File: src/rtl/op_control_fsm_multi.sv
// Multi-channel operation control FSM: round-robin start arbitration, timed datapath
// reset pulse, critical section guarded by a watchdog, and a completed-operation counter.
module op_control_fsm_multi #(
  parameter int NUM_CH       = 4,
  parameter int RESET_CYCLES = 1,
  parameter int TIMEOUT      = 1000,
  parameter int CNT_W        = 16,
  localparam int IDX_W       = (NUM_CH > 1) ? $clog2(NUM_CH) : 1
) (
  input  logic              clk,
  input  logic              reset,
  input  logic [NUM_CH-1:0] startOp,
  input  logic              finishedOp,
  input  logic              abortOp,
  output logic              resetEverything,
  output logic              readyNextOp,
  output logic              critical,
  output logic [NUM_CH-1:0] grantOh,
  output logic [IDX_W-1:0]  grantIdx,
  output logic              opDone,
  output logic              opTimeout,
  output logic              errSticky,
  output logic [CNT_W-1:0]  opCount
);

  localparam int              WD_W     = (TIMEOUT > 2) ? $clog2(TIMEOUT) : 1;
  localparam logic [WD_W-1:0] WD_LAST  = WD_W'((TIMEOUT > 0) ? (TIMEOUT - 1) : 0);
  localparam bit              WD_EN    = (TIMEOUT != 0);
  localparam logic [7:0]      RST_LOAD = 8'(RESET_CYCLES - 1);
  localparam logic [IDX_W:0]  NUM_CH_X = (IDX_W + 1)'(NUM_CH);

  typedef enum logic [1:0] {
    IDLE = 2'd0,
    RST  = 2'd1,
    RUN  = 2'd2,
    DONE = 2'd3
  } state_e;

  state_e            state_q, state_d;
  logic [NUM_CH-1:0] grant_oh_q, grant_oh_d;
  logic [IDX_W-1:0]  grant_idx_q, grant_idx_d;
  logic [7:0]        rst_cnt_q, rst_cnt_d;
  logic [WD_W-1:0]   wd_q, wd_d;
  logic              op_timeout_q, op_timeout_d;
  logic              err_q, err_d;
  logic [CNT_W-1:0]  op_count_q, op_count_d;
  logic [IDX_W:0]    pick;

  // Returns {found, index}: first requester at or after last+1, wrapping; lowest offset wins.
  function automatic logic [IDX_W:0] rr_pick(input logic [NUM_CH-1:0] req,
                                             input logic [IDX_W-1:0]  last);
    logic [IDX_W:0] res;
    logic [IDX_W:0] cand;
    res = {(IDX_W + 1){1'b0}};
    for (int i = NUM_CH; i >= 1; i--) begin
      cand = {1'b0, last} + (IDX_W + 1)'(i);
      cand = (cand >= NUM_CH_X) ? (cand - NUM_CH_X) : cand;
      res  = req[cand[IDX_W-1:0]] ? {1'b1, cand[IDX_W-1:0]} : res;
    end
    return res;
  endfunction

  // Next-state and next-output computation.
  always_comb begin
    pick         = rr_pick(startOp, grant_idx_q);
    state_d      = state_q;
    grant_oh_d   = grant_oh_q;
    grant_idx_d  = grant_idx_q;
    rst_cnt_d    = rst_cnt_q;
    wd_d         = wd_q;
    op_timeout_d = 1'b0;
    err_d        = err_q;
    op_count_d   = op_count_q;
    case (state_q)
      IDLE: begin
        if (pick[IDX_W]) begin
          state_d     = RST;
          grant_idx_d = pick[IDX_W-1:0];
          grant_oh_d  = NUM_CH'(1'b1) << pick[IDX_W-1:0];
          rst_cnt_d   = RST_LOAD;
        end else begin
          state_d     = IDLE;
        end
      end
      RST: begin
        if (abortOp) begin
          state_d    = IDLE;
          grant_oh_d = {NUM_CH{1'b0}};
        end else if (rst_cnt_q == 8'd0) begin
          state_d    = RUN;
          wd_d       = {WD_W{1'b0}};
        end else begin
          rst_cnt_d  = rst_cnt_q - 8'd1;
        end
      end
      // Priority inside the critical section: abort, then watchdog, then completion.
      RUN: begin
        if (abortOp) begin
          state_d      = IDLE;
          grant_oh_d   = {NUM_CH{1'b0}};
        end else if (WD_EN && (wd_q == WD_LAST)) begin
          state_d      = IDLE;
          grant_oh_d   = {NUM_CH{1'b0}};
          op_timeout_d = 1'b1;
          err_d        = 1'b1;
        end else if (finishedOp) begin
          state_d      = DONE;
          op_count_d   = op_count_q + CNT_W'(1'b1);
        end else begin
          wd_d         = wd_q + WD_W'(1'b1);
        end
      end
      DONE: begin
        state_d    = IDLE;
        grant_oh_d = {NUM_CH{1'b0}};
      end
      default: begin
        state_d    = IDLE;
        grant_oh_d = {NUM_CH{1'b0}};
      end
    endcase
  end

  // State and output registers; reset wins over every event.
  always_ff @(posedge clk) begin
    if (reset) begin
      state_q      <= IDLE;
      grant_oh_q   <= {NUM_CH{1'b0}};
      grant_idx_q  <= IDX_W'(NUM_CH - 1);
      rst_cnt_q    <= 8'd0;
      wd_q         <= {WD_W{1'b0}};
      op_timeout_q <= 1'b0;
      err_q        <= 1'b0;
      op_count_q   <= {CNT_W{1'b0}};
    end else begin
      state_q      <= state_d;
      grant_oh_q   <= grant_oh_d;
      grant_idx_q  <= grant_idx_d;
      rst_cnt_q    <= rst_cnt_d;
      wd_q         <= wd_d;
      op_timeout_q <= op_timeout_d;
      err_q        <= err_d;
      op_count_q   <= op_count_d;
    end
  end

  assign resetEverything = (state_q == RST);
  assign readyNextOp     = (state_q == IDLE);
  assign critical        = (state_q == RST) || (state_q == RUN);
  assign opDone          = (state_q == DONE);
  assign grantOh         = grant_oh_q;
  assign grantIdx        = grant_idx_q;
  assign opTimeout       = op_timeout_q;
  assign errSticky       = err_q;
  assign opCount         = op_count_q;

endmodule

File: config.mk
export PLATFORM = sky130hd
export DESIGN_NAME = op_control_fsm_multi
export DESIGN_NICKNAME = d
export VERILOG_FILES = /design/src/rtl/op_control_fsm_multi.sv
export SDC_FILE = /design/constraint.sdc
export NUM_CORES = 1
export LEC_CHECK = 0
export CORE_ASPECT_RATIO = 1.1
export CORE_MARGIN = 2
export CORE_UTILIZATION = 50
export DETAILED_ROUTE_END_ITERATION = 6
export GPL_TIMING_DRIVEN = 0
export PLACE_DENSITY_LB_ADDON = 0.2
export SYNTH_ARGS = -nofsm -noshare
export SYNTH_HDL_FRONTEND = slang
export SYNTH_SLANG_ARGS = --single-unit
File: constraint.sdc
create_clock -name clk -period 3.4 [get_ports clk]
set_input_delay 0.68 -clock clk [delete_from_list [all_inputs] [get_ports clk]]
set_output_delay 0.68 -clock clk [all_outputs]
set_load 0.02 [all_outputs]
After elaboration in Yosys (flattened, before gate mapping):

Cells that the tools add are included.
Widths: inputs -> output; s select.

* register bits: 44
* latch bits: 0
* bits in writable memories: 0
* ROM bits: 0
* bits of input ports: 8
* output and inout bits: 28
* word-level logic and storage cells: 98
* memories kept: 0

* $add $sub $neg: 11
* multipliers: 0
* divide/modulo/power cells: 0
* order comparisons: 8
* eq/ne operators: 15
* shift-type cells: 1
* multiplexer cells: 39
* bitwise logic cells: 3
* reduce and logical (&&, ||, !) cells: 13

Operator list (number)
* $mux 10: 5
* $mux 8: 3
* $pmux 10 s2: 1
* $mux 2: 9
* $add 16x1->16 const B: 1
* $mux 4: 4
* $pmux 4 s4: 1
* $pmux 8 s2: 1
* $ge 3x3->1 const B: 4
* $lt 2x3->1 const B: 4
* $mux 3: 4
* $ne 2x2->1 const B: 6
* $add 10x1->10 const B: 1
* $eq 10x10->1 const B: 1
* $bmux 1 s2: 4
* $logic_not 8->1: 1
* $pmux 2 s4: 1
* $reduce_and 4->1: 2
* $sub 2x1->2 const B: 4
* $sub 8x1->8 const B: 1
* $add 2x2->3 const B: 2
* $mux 1: 6
* $reduce_and 3->1: 2
* $reduce_and 6->1: 1
* other kinds (15): 21

Depth between registers and ports, before layout:

* depth after elaboration: 12
* mapped depth: 8
* depth with buffers taken out: 7

Least setup slack after synthesis:

No wires, ideal clock.

* kind: in2reg
* from: input finishedOp
* to: register wd_q[3]
* library setup time: 0.070 ns
* arrival: 1.858 ns
* required time: 3.330 ns
* setup slack: 1.472 ns
* cell stages on the path: 5
* buffers on the path: 1
* path through: clkbuf_1 a21o_1 a211o_1 or3_1 a21oi_1

* longest elaborated chain between the ends: 2

Ends and longest elaborated chain
* start, declared: line 13 `input logic finishedOp,`
* $ne 2x2->1 (no line)
* $reduce_and 6->1 (no line)
* end signal, assigned: line 131 `wd_q <= {WD_W{1'b0}};`
* end signal, assigned: line 140 `wd_q <= wd_d;`
* end, declared: line 43 `logic [WD_W-1:0] wd_q, wd_d;`

No other way between the ends.
A chain may end at the register's enable or synchronous reset.

Worst setup path in the final report:

* from: register state_q[1]
* to: output resetEverything

* longest elaborated chain between the ends: 1

Ends and longest elaborated chain
* start, declared: line 39 `state_e state_q, state_d;`
* start signal, assigned: line 136 `state_q <= state_d;`
* $eq 2x1->1: line 147 `assign resetEverything = (state_q == RST);`
* end, declared: line 15 `output logic resetEverything,`

No other way between the ends.

==> flow_metrics.py <==
metrics = {
    "outcome": {
        "status": "complete, no violations",
    },
    "synth": {
        "synthArstFlopShare": 0,
        "ys_seq_area_frac": 0.392,
        "synth_nets": 275,
        "yosysMostFrequentCell": "dfxtp_1",
        "yosys-top-cells-area": "dfxtp_1, xnor2_1, nor2_1",
        "synth.top_cells.by_count": "dfxtp_1, nor2_1, nand2_1",
        "syn_inst": 259,
        "syn_avg_cell_area_sq_um": 8.68,
        "synth_top_area_cell": "dfxtp_1",
        "syn_area_sq_um": 2250,
        "synth_enable_flop_cells": 0,
        "ys.flop_type": "dfxtp_1",
        "yosysWarningCount": 0,
        "yosysTopAreaCellShare": 0.392,
        "ys_seq_elements": 44,
        "synth_cell_type_count": 46,
    },
    "final_layout": {
        "diodes": 0,
        "area_growth_pct": 21.1,
        "instances_no_fill": 353,
        "nNetsFinal": 315,
        "drive_above_1_share": 0.0368,
    },
    "clock_tree": {
        "cts_buffers": 5,
        "postCtsResizedCells": 0,
        "clkTransAtPathRegs_ps": 80,
        "clock-root-buffer": "clkbuf_8",
        "post-cts-setup-buffer-count": 0,
        "cts_buffer_depth": 2,
        "cts.sinks": 44,
        "cts_max_level": 2,
        "cts_tree": "built",
        "insertion_delay_ps": 300,
        "ctsHoldBuffers": 0,
    },
    "critical_path": {
        "cp-start-kind": "flip-flop",
        "crit_family": "buffers and inverters",
        "cp_num_buf_inv": 2,
        "cpPeakStageDelay_ps": 660,
        "cp_max_fo": 6,
        "path_cells": "inv_1 -> ha_1 -> clkdlybuf4s50_1",
        "cp_data_arrival_time_ps": 1700,
        "setup.worst_path.end_class": "primary output",
        "crit_required_ps": 2720,
        "cp_slowest_cell": "clkdlybuf4s50_1",
        "critical_path_class": "flip-flop to primary output",
    },
    "timing": {
        "rsz0062_at_grt": "false",
        "setup_viol": 0,
        "timing.fmax_ghz": 0.420,
        "relSlewSlack": 0.436,
        "min_period_over_period": 0.700,
        "hold_viol": 0,
        "maxSlewViolCount": 0,
        "min_period_ps": 2380,
        "whs_ps": 447,
        "max_slew.worst_pin.slew_ps": 840,
        "fin_skew_ps": 14.4,
        "fin_tns_setup_ps": 0,
    },
    "flow_run": {
        "drv_cap": 0,
    },
    "floorplanning": {
        "rows": 25,
        "dieArea_sq_um": 5050,
        "core_sq_um": 4320,
        "num_io_pins": 36,
        "die_y_um": 74.3,
        "fp.dieW_um": 67.9,
        "initial_core_util": 0.521,
    },
    "global_route": {
        "grt_pass1_vias": 1805,
        "antenna_found_initial": 0,
        "grt_usage": 0.206,
        "grt_pass1_wl_um": 7940,
        "grt_overflow_total": 0,
        "grt_max_degree": 13,
    },
    "detailed_routing": {
        "drc": 0,
        "dr.pass1.iters": 4,
        "via_count": 1975,
        "ant_nets": 0,
        "wirelength_um": 4770,
        "initialDrtViolationCount": 109,
        "via_per_inst": 5.59,
        "avgRoutedWirePerCell_um": 13.5,
    },
    "place": {
        "io_buffers": 33,
        "place_inst": 346,
        "gp_congestion": 0.853,
        "hpwl_um": 3410,
    },
    "power": {
        "vdd_drop_max_mv": 0.436,
        "leakage_nw": 0.925,
        "p_per_area_nw_per_um2": 565,
    },
    "min_path": {
        "hp-class": "flip-flop to flip-flop",
    },
}
-- through the flow --
| step | setup slack (ps) | util | total power (W) | instance area [sq um] |
|---|---|---|---|---|
| after floorplan | 1470 | - | 0.00109 | 2250 |
| after global placement | 858 | 0.613 | 0.00122 | 2650 |
| after detailed placement | 836 | 0.613 | 0.00123 | 2650 |
| after CTS | 1010 | 0.631 | 0.00155 | 2720 |
| after global routing | 928 | 0.631 | 0.00165 | 2720 |
| final | 1020 | 0.631 | 0.00154 | 2720 |
-- metal layers --
metal | up-vias | track usage | share of wire
met5 | - | 0 | 0
met4 | 0 | 0.0889 | 0.015
met3 | 6 | 0.0272 | 0.041
met2 | 40 | 0.333 | 0.46
met1 | 926 | 0.276 | 0.48
li1 | 1003 | - | -
-- cell usage in the layout (no fill, tap or decap), types with 8 or more instances in the layout --
cell type / n
nand3_1: 8
nand2_1: 19
xnor2_1: 16
a21oi_1: 9
nor4_1: 9
clkdlybuf4s50_1: 33
dfxtp_1: 44
xor2_1: 11
nor2_1: 35
ha_1: 8
inv_1: 11
-- final timing paths --
path         startpoint         endpoint  slack, ps  depth (start not counted)
max          state_q[1]  resetEverything       1020                          3
min           errSticky        errSticky        450                          2
max reg2reg  state_q[0]          wd_q[3]       1270                          8
min reg2reg   errSticky        errSticky        450                          2
-- worst register-to-register path, stage by stage (launching register included) --
cell and delay (ps):
dfxtp_1 350, inv_1 90, ha_1 140, clkbuf_1 280, nor2b_1 270, a31oi_4 90
a211o_1 340, or3_1 360, a21oi_1 150
-- area by class of cell --
class | count | area (sq um)
Tap cell | 54 | 67.6
Timing Repair Buffer | 33 | 330
Buffer | 6 | 22.5
Inverter | 12 | 45.0
Clock inverter | 1 | 5.00
Fill cell | 409 | 1590
Multi-Input combinational cell | 197 | 1300
Clock buffer | 6 | 72.6
Sequential cell | 44 | 881
-- report_power, final --
part	switching [W]	internal [W]	total, W
combinational	0.000326	0.000260	0.000586
sequential	0.0000699	0.000576	0.000646
clock	0.000167	0.000140	0.000307
-- flip-flops by register name (all words and copies together) (netlist names) --
signal and cells:
errSticky 1, grantIdx 2, grantOh 4, opCount 16, opTimeout 1, rst_cnt_q 8
state_q 2, wd_q 10
-- logic make-up (layout without fill, tap and decap cells) --
family / count (synthesis) / count (layout) / share of synthesized area
xor+xnor: 27 / 27 / 0.105
flops: 44 / 44 / 0.392
fa+ha+maj: 8 / 8 / 0.0445
simple gates: 117 / 117 / 0.279
compound gates: 44 / 44 / 0.145
mux: 1 / 1 / 0.00445
buf+inv: 18 / 58 / 0.0300
Note: power is estimated with default switching activity, not from simulation.
